===== src/rtl/cnt_step_monitor.sv =====
// Observer for a 4-bit up/down counter (step 1 or 2): decodes direction/step,
// flags wrap-arounds and illegal jumps. Optional error counter: CNT_STEP_MONITOR_ERRCNT_EN.
module cnt_step_monitor #(
  parameter int WRAP_W = 8,
  parameter int ERRC_W = 4
) (
  input  logic              clk,
  input  logic              nrst,
  input  logic              en,
  input  logic              clr,
  input  logic [3:0]        cnt,
  output logic              dir,
  output logic              step2,
  output logic              locked,
  output logic              mode_chg,
  output logic              wrap,
  output logic [WRAP_W-1:0] wraps,
  output logic              err
`ifdef CNT_STEP_MONITOR_ERRCNT_EN
  ,
  output logic [ERRC_W-1:0] err_cnt,
  output logic              err_p
`endif
);

  typedef enum logic [1:0] {
    ST_EMPTY  = 2'd0,
    ST_PRIMED = 2'd1,
    ST_LOCKED = 2'd2
  } state_t;

  // Returns {legal, dir, step2} for a 4-bit wrapping delta.
  function automatic logic [2:0] classify(input logic [3:0] d);
    logic [2:0] r;
    case (d)
      4'd1:    r = 3'b100;
      4'd2:    r = 3'b101;
      4'd15:   r = 3'b110;
      4'd14:   r = 3'b111;
      default: r = 3'b000;
    endcase
    return r;
  endfunction

  state_t            state_r, state_nxt_s;
  logic [3:0]        prev_r, prev_nxt_s;
  logic              dir_r, dir_nxt_s;
  logic              step2_r, step2_nxt_s;
  logic              locked_r, locked_nxt_s;
  logic              mode_chg_r, mode_chg_nxt_s;
  logic              wrap_r, wrap_nxt_s;
  logic [WRAP_W-1:0] wraps_r, wraps_nxt_s;
  logic              err_r, err_nxt_s;

  logic [3:0]        delta_s;
  logic [2:0]        cls_s;
  logic              legal_s, ndir_s, nstep2_s;
  logic              wrap_det_s, sample_s, good_s, bad_s;

  // Transition decode against the previously sampled value.
  always_comb begin
    delta_s    = cnt - prev_r;
    cls_s      = classify(delta_s);
    legal_s    = cls_s[2];
    ndir_s     = cls_s[1];
    nstep2_s   = cls_s[0];
    // Crossing 15/0 shows up as the raw value moving against the direction.
    wrap_det_s = ndir_s ? (cnt > prev_r) : (cnt < prev_r);
    sample_s   = en && !clr && (state_r != ST_EMPTY);
    good_s     = sample_s && legal_s;
    bad_s      = sample_s && !legal_s;
  end

  // Next-state logic.
  always_comb begin
    state_nxt_s = state_r;
    if (clr) begin
      if (state_r == ST_LOCKED) begin
        state_nxt_s = ST_PRIMED;
      end else begin
        state_nxt_s = state_r;
      end
    end else if (en) begin
      case (state_r)
        ST_EMPTY:  state_nxt_s = ST_PRIMED;
        ST_PRIMED: state_nxt_s = good_s ? ST_LOCKED : ST_PRIMED;
        ST_LOCKED: state_nxt_s = ST_LOCKED;
        default:   state_nxt_s = ST_EMPTY;
      endcase
    end else begin
      state_nxt_s = state_r;
    end
  end

  // Next values for the decoded outputs, pulses and counters.
  always_comb begin
    prev_nxt_s     = en ? cnt : prev_r;
    dir_nxt_s      = good_s ? ndir_s : dir_r;
    step2_nxt_s    = good_s ? nstep2_s : step2_r;
    mode_chg_nxt_s = good_s && (state_r == ST_LOCKED) &&
                     ({ndir_s, nstep2_s} != {dir_r, step2_r});
    wrap_nxt_s     = good_s && wrap_det_s;
    if (clr) begin
      locked_nxt_s = 1'b0;
      err_nxt_s    = 1'b0;
      wraps_nxt_s  = '0;
    end else begin
      locked_nxt_s = good_s ? 1'b1 : locked_r;
      err_nxt_s    = bad_s ? 1'b1 : err_r;
      if (wrap_nxt_s && (wraps_r != {WRAP_W{1'b1}})) begin
        wraps_nxt_s = wraps_r + WRAP_W'(1);
      end else begin
        wraps_nxt_s = wraps_r;
      end
    end
  end

  // State and output registers with synchronous active-low reset.
  always_ff @(posedge clk) begin
    if (!nrst) begin
      state_r    <= ST_EMPTY;
      prev_r     <= 4'd0;
      dir_r      <= 1'b0;
      step2_r    <= 1'b0;
      locked_r   <= 1'b0;
      mode_chg_r <= 1'b0;
      wrap_r     <= 1'b0;
      wraps_r    <= '0;
      err_r      <= 1'b0;
    end else begin
      state_r    <= state_nxt_s;
      prev_r     <= prev_nxt_s;
      dir_r      <= dir_nxt_s;
      step2_r    <= step2_nxt_s;
      locked_r   <= locked_nxt_s;
      mode_chg_r <= mode_chg_nxt_s;
      wrap_r     <= wrap_nxt_s;
      wraps_r    <= wraps_nxt_s;
      err_r      <= err_nxt_s;
    end
  end

  assign dir      = dir_r;
  assign step2    = step2_r;
  assign locked   = locked_r;
  assign mode_chg = mode_chg_r;
  assign wrap     = wrap_r;
  assign wraps    = wraps_r;
  assign err      = err_r;

`ifdef CNT_STEP_MONITOR_ERRCNT_EN
  logic [ERRC_W-1:0] err_cnt_r;
  logic              err_p_r;

  // Saturating illegal-transition counter and its per-event pulse.
  always_ff @(posedge clk) begin
    if (!nrst) begin
      err_cnt_r <= '0;
      err_p_r   <= 1'b0;
    end else begin
      err_p_r <= bad_s;
      if (clr) begin
        err_cnt_r <= '0;
      end else if (bad_s && (err_cnt_r != {ERRC_W{1'b1}})) begin
        err_cnt_r <= err_cnt_r + ERRC_W'(1);
      end else begin
        err_cnt_r <= err_cnt_r;
      end
    end
  end

  assign err_cnt = err_cnt_r;
  assign err_p   = err_p_r;
`endif

endmodule


===== config.mk =====
export PLATFORM = sky130hd
export DESIGN_NAME = cnt_step_monitor
export DESIGN_NICKNAME = d
export VERILOG_FILES = /design/src/rtl/cnt_step_monitor.sv
export SDC_FILE = /design/constraint.sdc
export NUM_CORES = 1
export LEC_CHECK = 0
export ABC_AREA = 1
export CELL_PAD_IN_SITES_DETAIL_PLACEMENT = 0
export CELL_PAD_IN_SITES_GLOBAL_PLACEMENT = 1
export CORE_ASPECT_RATIO = 1.2
export CORE_MARGIN = 2
export CORE_UTILIZATION = 25
export DETAILED_ROUTE_END_ITERATION = 8
export GPL_TIMING_DRIVEN = 0
export PLACE_DENSITY = 0.59
export SLEW_MARGIN = 20
export SYNTH_ARGS = -nofsm -noshare
export SYNTH_HDL_FRONTEND = slang
export SYNTH_SLANG_ARGS = --single-unit

===== constraint.sdc =====
create_clock -name clk -period 2.8 [get_ports clk]
set_input_delay 0.7 -clock clk [delete_from_list [all_inputs] [get_ports clk]]
set_output_delay 0.7 -clock clk [all_outputs]
set_load 0.1 [all_outputs]

==> results.md, run 1 <==
- Most common cell after layout, fill and taps aside: nand2_1
- Critical-path cell list: clkdlybuf4s50_1 > ha_2 > a21oi_2 > nand2_1 > nand2_1 > nand2_1 > nand4_1 > nand2_4 > nor2_4 > nand3_2 > nand2_1 > nor2_1
- Num CTS Buffers: 3
- Fin. Hold Viols: 0
- Insertion delay to the later sink of the worst-skew pair: 0.26 ns
- Post-Synthesis Net Count: 171
- HP Class: register to register
- Most frequent cells in the layout: nand2_1 (27), inv_1 (22), dfxtp_1 (20), clkdlybuf4s50_1 (20), a21oi_1 (19)
- Number of inserted diodes: 0
- Comb pwr share: 28.6%
- RSZ-0062 raised after global routing: no
- Total power draw: 731.0 uW
- Number of global-route vias before repair: 1,030
- Worst Path Required: 2.96 ns
- Detailed Route Iter0 Violations: 40
- Filler instances: 495
- Slew @ Worst Pin: 0.9710 ns
- Sw Pwr: 234.8 uW
- Vias per cell: 4.634
- CTS tree: done
- Final setup viols: 0
- Type of origin of the critical path: input port
- R2R setup slack: 0.67 ns
- Post-route clock skew: 0.004899 ns
- Sum Neg Setup Slack: 0 ns
- P_leak: 0.6584 nW
- Final HPWL DP: 2212 um
- FMAX: 0.3882 GHz
- DRC violations left: 0
- Synth unique cells: 23
- Max VDD drop: 0.0002128 V
- Core Util, Final: 36.10%
- Register share of total power: 40.5%
- Root buffer cell: clkbuf_8
- Fin crit period: 2.576 ns
- Slew margin rel.: 35.06%
- CP Class: input port to register
- Num rows: 27
- # port buffers: 21
- Synth Area per Inst: 7.491 sq um
- Min Hold Slack: 0.4605 ns
- Die area: 5272 sq um
- P_int: 496.2 uW
- Sequential cell area fraction in the yosys report: 34.04%
- Clk sinks: 20
- CP max-delay cell: clkdlybuf4s50_1
- Largest buffer count on any clock path: 2
- Pin count of the biggest net entering global routing: 12
- Die width: 66.62 um
- Most frequent cell on the critical path: nand2_1
- Max-cap violations: 0
- Net Sw Frac: 32.12%
- Outcome: complete, no violations
- WL final: 2921 um
- Die height: 79.14 um
- GPL Wtd Cong: 0.7709
- Worst setup margin: 0.2238 ns
- Initial core utilization: 25.79%
- Clock share of power: 30.9%
- First-pass GRT wire length: 4602 um
- Top Ports: 22
- Vias: 1,140
- Slew Viols, Final: 0
- Overflow after GRT: 0
- Period utilization: 92.01%
- Max stage delay on crit path: 0.48 ns
- CP Data Arrival Time: 2.73 ns
- Warnings, synthesis: 0
- Cell area after synthesis: 1176 sq um
- Critical Path Fanout Max: 5
- CTS hold repair buffers: 0
- DRT antenna net count: 0
- Clk pin slew, worst setup/hold paths: 0.08 ns
- Core ar.: 4561 sq um
- Post-Place Worst Slack: -0.3277 ns
- Layout Nets: 203
- Initial antenna violation count: 0
- Yosys reg bits: 20
- Pwr dens: 443.9 nW/um^2
- CP Capture Type: register
- Htree depth: 1
- Avg WL per Cell: 11.87 um
- Total track usage: 11.13%
- Area delta synth->final: 40.00%
- Share of cells above drive strength 1: 16.49%
- Mapped Cells: 157
- DRT Pass-1 Iters: 4
sequential cells by signal, indices dropped and copies added, names as in the netlist:
name	count
wrap	1
prev_r	4
step2	1
dir	1
wraps	8
locked	1
state_r	2
mode_chg	1
err	1
routing by layer:
metal	part of all wire (%)	up-vias	GRT usage, %
li1	-	585	-
met1	43	529	12.90
met2	53	20	21.00
met3	3.2	6	1.275
met4	1.6	0	3.061
met5	0	-	0
layout make-up:
type | instances | area [sq um] | area share, %
multi-input cells | 113 | 769.5 | 46.73
flip-flops and latches | 20 | 400.4 | 24.32
repair buffers | 26 | 250.2 | 15.20
inverters | 25 | 98.84 | 6.003
well taps | 58 | 72.57 | 4.407
clock buffers | 4 | 55.05 | 3.343
logic make-up (layout without fill, tap and decap cells):
| family | count (synthesis) | in the layout | synth area share (%) |
|---|---|---|---|
| AOI/OAI and AO/OA | 28 | 28 | 12.34 |
| xor gates and xnor gates | 9 | 9 | 7.341 |
| adders and majority gates | 6 | 6 | 7.021 |
| buffers and inverters | 25 | 55 | 7.979 |
| DFF | 20 | 20 | 34.04 |
| and+or+nand+nor | 69 | 70 | 31.28 |
worst paths after layout:
kind | from | end | cells after the start
worst min register to register | err | err | 2
worst min-delay path | err | err | 2
worst max-delay path | cnt[2] | wraps[0] | 12
worst max register to register | prev_r[0] | wraps[0] | 11
cells in the mapped netlist:
cell	n	share of area (%)
nand2_4	1	0.96
o31ai_1	1	0.64
nand3_4	1	1.5
nand3_1	18	7.7
inv_2	1	0.32
nand2_1	27	8.6
xnor2_1	1	0.74
nor3_1	2	0.85
inv_1	24	7.7
o21ai_0	5	2.1
xor2_1	7	5.2
nand2_2	3	1.6
fa_1	1	1.7
o211ai_1	1	0.64
xor2_2	1	1.4
dfxtp_1	20	34
nand4_2	1	1.1
nor2_8	1	1.7
nand4_1	5	2.7
nand4_4	1	1.8
ha_1	5	5.3
a21oi_1	21	8.9
nor2_1	9	2.9
power by group through the flow:
stage | clock (mW) | combinational, mW | sequential [mW]
final | 0.226 | 0.209 | 0.296
after global routing | 0.242 | 0.229 | 0.297
after CTS | 0.230 | 0.169 | 0.296
after detailed placement | 0 | 0.163 | 0.303
after global placement | 0 | 0.159 | 0.303
after floorplan | 0 | 0.114 | 0.313
critical path, delay by kind of cell:
kind,cells,cell delay (ns)
simple gates,9,1.00
fa+ha+maj,1,0.34
compound gates,1,0.21
buf+inv,1,0.48
metrics by stage:
step	instances	area (sq um)
4_1_cts	240	1524
3_5_place_dp	236	1459
3_3_place_gp	236	1459
2_1_floorplan	157	1176
6_report	246	1647
5_1_grt	246	1647
timing repair:
| action | in CTS | in global routing |
|---|---|---|
| resized for setup | 2 | 17 |
| gates cloned | 0 | 1 |
| setup endpoints to repair | 8 | 10 |
| setup buffers | 0 | 5 |
| pin swaps | 0 | 11 |
Power figures use the tool's default switching activity.
==> inputs of run 2 (changes only) <==
--- a/config.mk
+++ b/config.mk
@@ -13,7 +13,7 @@
 export CORE_UTILIZATION = 25
 export DETAILED_ROUTE_END_ITERATION = 8
 export GPL_TIMING_DRIVEN = 0
-export PLACE_DENSITY = 0.59
+export PLACE_DENSITY = 0.61
 export SLEW_MARGIN = 20
 export SYNTH_ARGS = -nofsm -noshare
 export SYNTH_HDL_FRONTEND = slang
==> results.md, run 2 (synthesis results as in run 1) <==
- # port buffers: 21 (unchanged)
- Slew margin rel.: 34.62% (was 35.06%)
- Die height: 79.14 um (unchanged)
- Core ar.: 4561 sq um (unchanged)
- Reg-to-reg endpoint: wraps[5] (was wraps[0])
- Period utilization: 97.48% (was 92.01%)
- Detailed Route Iter0 Violations: 44 (was 40)
- CP Class: input port to register (unchanged)
- Htree depth: 1 (unchanged)
- Layout Nets: 202 (was 203)
- Type of origin of the critical path: input port (unchanged)
- GPL Wtd Cong: 0.7609 (was 0.7709)
- Avg WL per Cell: 11.51 um (was 11.87 um)
- Area delta synth->final: 39.15% (was 40.00%)
- Worst Path Required: 3.00 ns (was 2.96 ns)
- Fin crit period: 2.729 ns (was 2.576 ns)
- DRT Pass-1 Iters: 4 (unchanged)
- Sum Neg Setup Slack: 0 ns (unchanged)
- Post-route clock skew: 0.001353 ns (was 0.004899 ns)
- Overflow after GRT: 0 (unchanged)
- Fin. Hold Viols: 0 (unchanged)
- M1 GR Usage: 12.25% (was 12.90%)
- Post-Place Worst Slack: -0.3310 ns (was -0.3277 ns)
- Critical-path cell list: clkdlybuf4s50_1 > inv_2 > ha_2 > inv_2 > fa_2 > xnor2_2 > nand4_2 > nand2_2 > nand2_8 > nor2_4 > nand3_2 > a21oi_1 (was clkdlybuf4s50_1 > ha_2 > a21oi_2 > nand2_1 > nand2_1 > nand2_1 > nand4_1 > nand2_4 > nor2_4 > nand3_2 > nand2_1 > nor2_1)
- Slew @ Worst Pin: 0.9776 ns (was 0.9710 ns)
- Vias: 1,120 (was 1,140)
- P_leak: 0.6442 nW (was 0.6584 nW)
- Core Util, Final: 35.88% (was 36.10%)
- Largest buffer count on any clock path: 2 (unchanged)
- FMAX: 0.3664 GHz (was 0.3882 GHz)
- Die area: 5272 sq um (unchanged)
- R2r startpoint: prev_r[0] (unchanged)
- Clk pin slew, worst setup/hold paths: 0.07 ns (was 0.08 ns)
- Met2 usage in global routing: 21.60% (was 21.00%)
- First-pass GRT wire length: 4643 um (was 4602 um)
- CP max-delay cell: fa_2 (was clkdlybuf4s50_1)
- Total track usage: 11.27% (was 11.13%)
- End point of the worst hold path: err (unchanged)
- Max FFs per register: 8 (unchanged)
- Pin count of the biggest net entering global routing: 12 (unchanged)
- Worst setup margin: 0.07052 ns (was 0.2238 ns)
- CTS tree: done (unchanged)
- Most common cell after layout, fill and taps aside: nand2_1 (unchanged)
- Slew Viols, Final: 0 (unchanged)
- Worst R2R Path Depth: 10 (was 11)
- Filler instances: 490 (was 495)
- Max VDD drop: 0.0001605 V (was 0.0002128 V)
- Root buffer cell: clkbuf_8 (unchanged)
- Initial core utilization: 25.79% (unchanged)
- Num CTS Buffers: 3 (unchanged)
- WL final: 2819 um (was 2921 um)
- DRT antenna net count: 0 (unchanged)
- HP Class: register to register (unchanged)
- Grt met3 use: 1.275% (unchanged)
- R2R setup slack: 0.65 ns (was 0.67 ns)
- Critical Path Fanout Max: 7 (was 5)
- Top Ports: 22 (unchanged)
- Share of cells above drive strength 1: 18.18% (was 16.49%)
- Number of inserted diodes: 0 (unchanged)
- Final HPWL DP: 2146 um (was 2212 um)
- Total power draw: 714.4 uW (was 731.0 uW)
- Num rows: 27 (unchanged)
- Most frequent cell on the critical path: inv_2 (was nand2_1)
- Clk sinks: 20 (unchanged)
- Die width: 66.62 um (unchanged)
- Pwr dens: 436.5 nW/um^2 (was 443.9 nW/um^2)
- Final setup viols: 0 (unchanged)
- Max-cap violations: 0 (unchanged)
- CP Capture Type: register (unchanged)
- CP Data Arrival Time: 2.93 ns (was 2.73 ns)
- Insertion delay to the later sink of the worst-skew pair: 0.26 ns (about the same)
- Most frequent cells in the layout: nand2_1 (27), inv_1 (22), clkdlybuf4s50_1 (21) (was nand2_1 (27), inv_1 (22), dfxtp_1 (20), clkdlybuf4s50_1 (20), a21oi_1 (19))
- Max stage delay on crit path: 0.51 ns (was 0.48 ns)
- Hold Startpoint: err (unchanged)
- Number of global-route vias before repair: 1,065 (was 1,030)
- Worst Hold Depth: 2 (unchanged)
- GRT Max-Usage Layer: met2 (unchanged)
- Vias per cell: 4.571 (was 4.634)
- Outcome: complete, no violations (unchanged)
- Initial antenna violation count: 0 (unchanged)
- DRC violations left: 0 (unchanged)
[run 2: cell count changes in the layout (fill, tap and decap cells not counted)]
cell / previous run / this run
a21oi_1: 19 / 20
a21oi_2: 2 / 1
buf_4: 5 / 4
clkdlybuf4s50_1: 20 / 21
dlymetal6s2s_1: 1 / 0
inv_4: 0 / 1
inv_6: 1 / 0
nand2_2: 1 / 3
nand2_4: 2 / 0
nand3_1: 15 / 10
nand3_2: 3 / 8
nand4_2: 0 / 1
nand4_4: 2 / 1
[run 2: layer usage]
layer	wire length (um)	vias to the layer above
met2	1511	24
met5	0	-
met3	93	5
li1	-	583
met4	44	0
met1	1169	508
[run 2: area by class of cell]
class	count	area (sq um)	share of cell area (%)
tap	58	72.57	4.434
clock buffer	4	55.05	3.364
sequential	20	400.4	24.46
inverter	25	96.34	5.887
timing repair buffer	25	240.2	14.68
multi-input combinational	113	772.0	47.17
[run 2: where the power goes]
group	leakage, nW	total, mW	internal, mW	switching [mW]
Clock	0.0288	0.225	0.125	0.0998
Combinational	0.453	0.193	0.0729	0.120
Sequential	0.163	0.296	0.292	0.00433
[run 2: worst max-delay path by stage]
stage / cells after the start / to / start
2_1_floorplan: 12 / wraps[0] / cnt[0]
3_3_place_gp: 13 / wraps[7] / cnt[0]
3_5_place_dp: 12 / wraps[2] / cnt[0]
4_1_cts: 12 / wraps[2] / cnt[0]
5_1_grt: 12 / wraps[5] / cnt[0]
6_report: 12 / wraps[5] / cnt[0]
[run 2: critical path, delay by kind of cell]
family / cells / cell delay (ns)
buffers and inverters: 3 / 0.58
adders and majority gates: 2 / 0.68
AOI/OAI and AO/OA: 1 / 0.15
xor gates and xnor gates: 1 / 0.20
and+or+nand+nor: 5 / 0.62
[run 2: stage by stage]
stage	cells	cell area (sq um)	hold WS (ns)
CTS	240	1516	0.4696
floorplan	157	1176	0.4325
finish	245	1637	0.4638
detailed placement	236	1459	0.4571
global placement	236	1459	0.4499
global route	245	1637	0.4981
[run 2: repair_timing]
action,CTS,global route
endpoints found under the hold margin,0,0
hold buffers,0,0
setup buffers,0,4
resized for setup,1,17
endpoints found under the setup margin,8,10
pin swaps,0,11
gates cloned,0,1
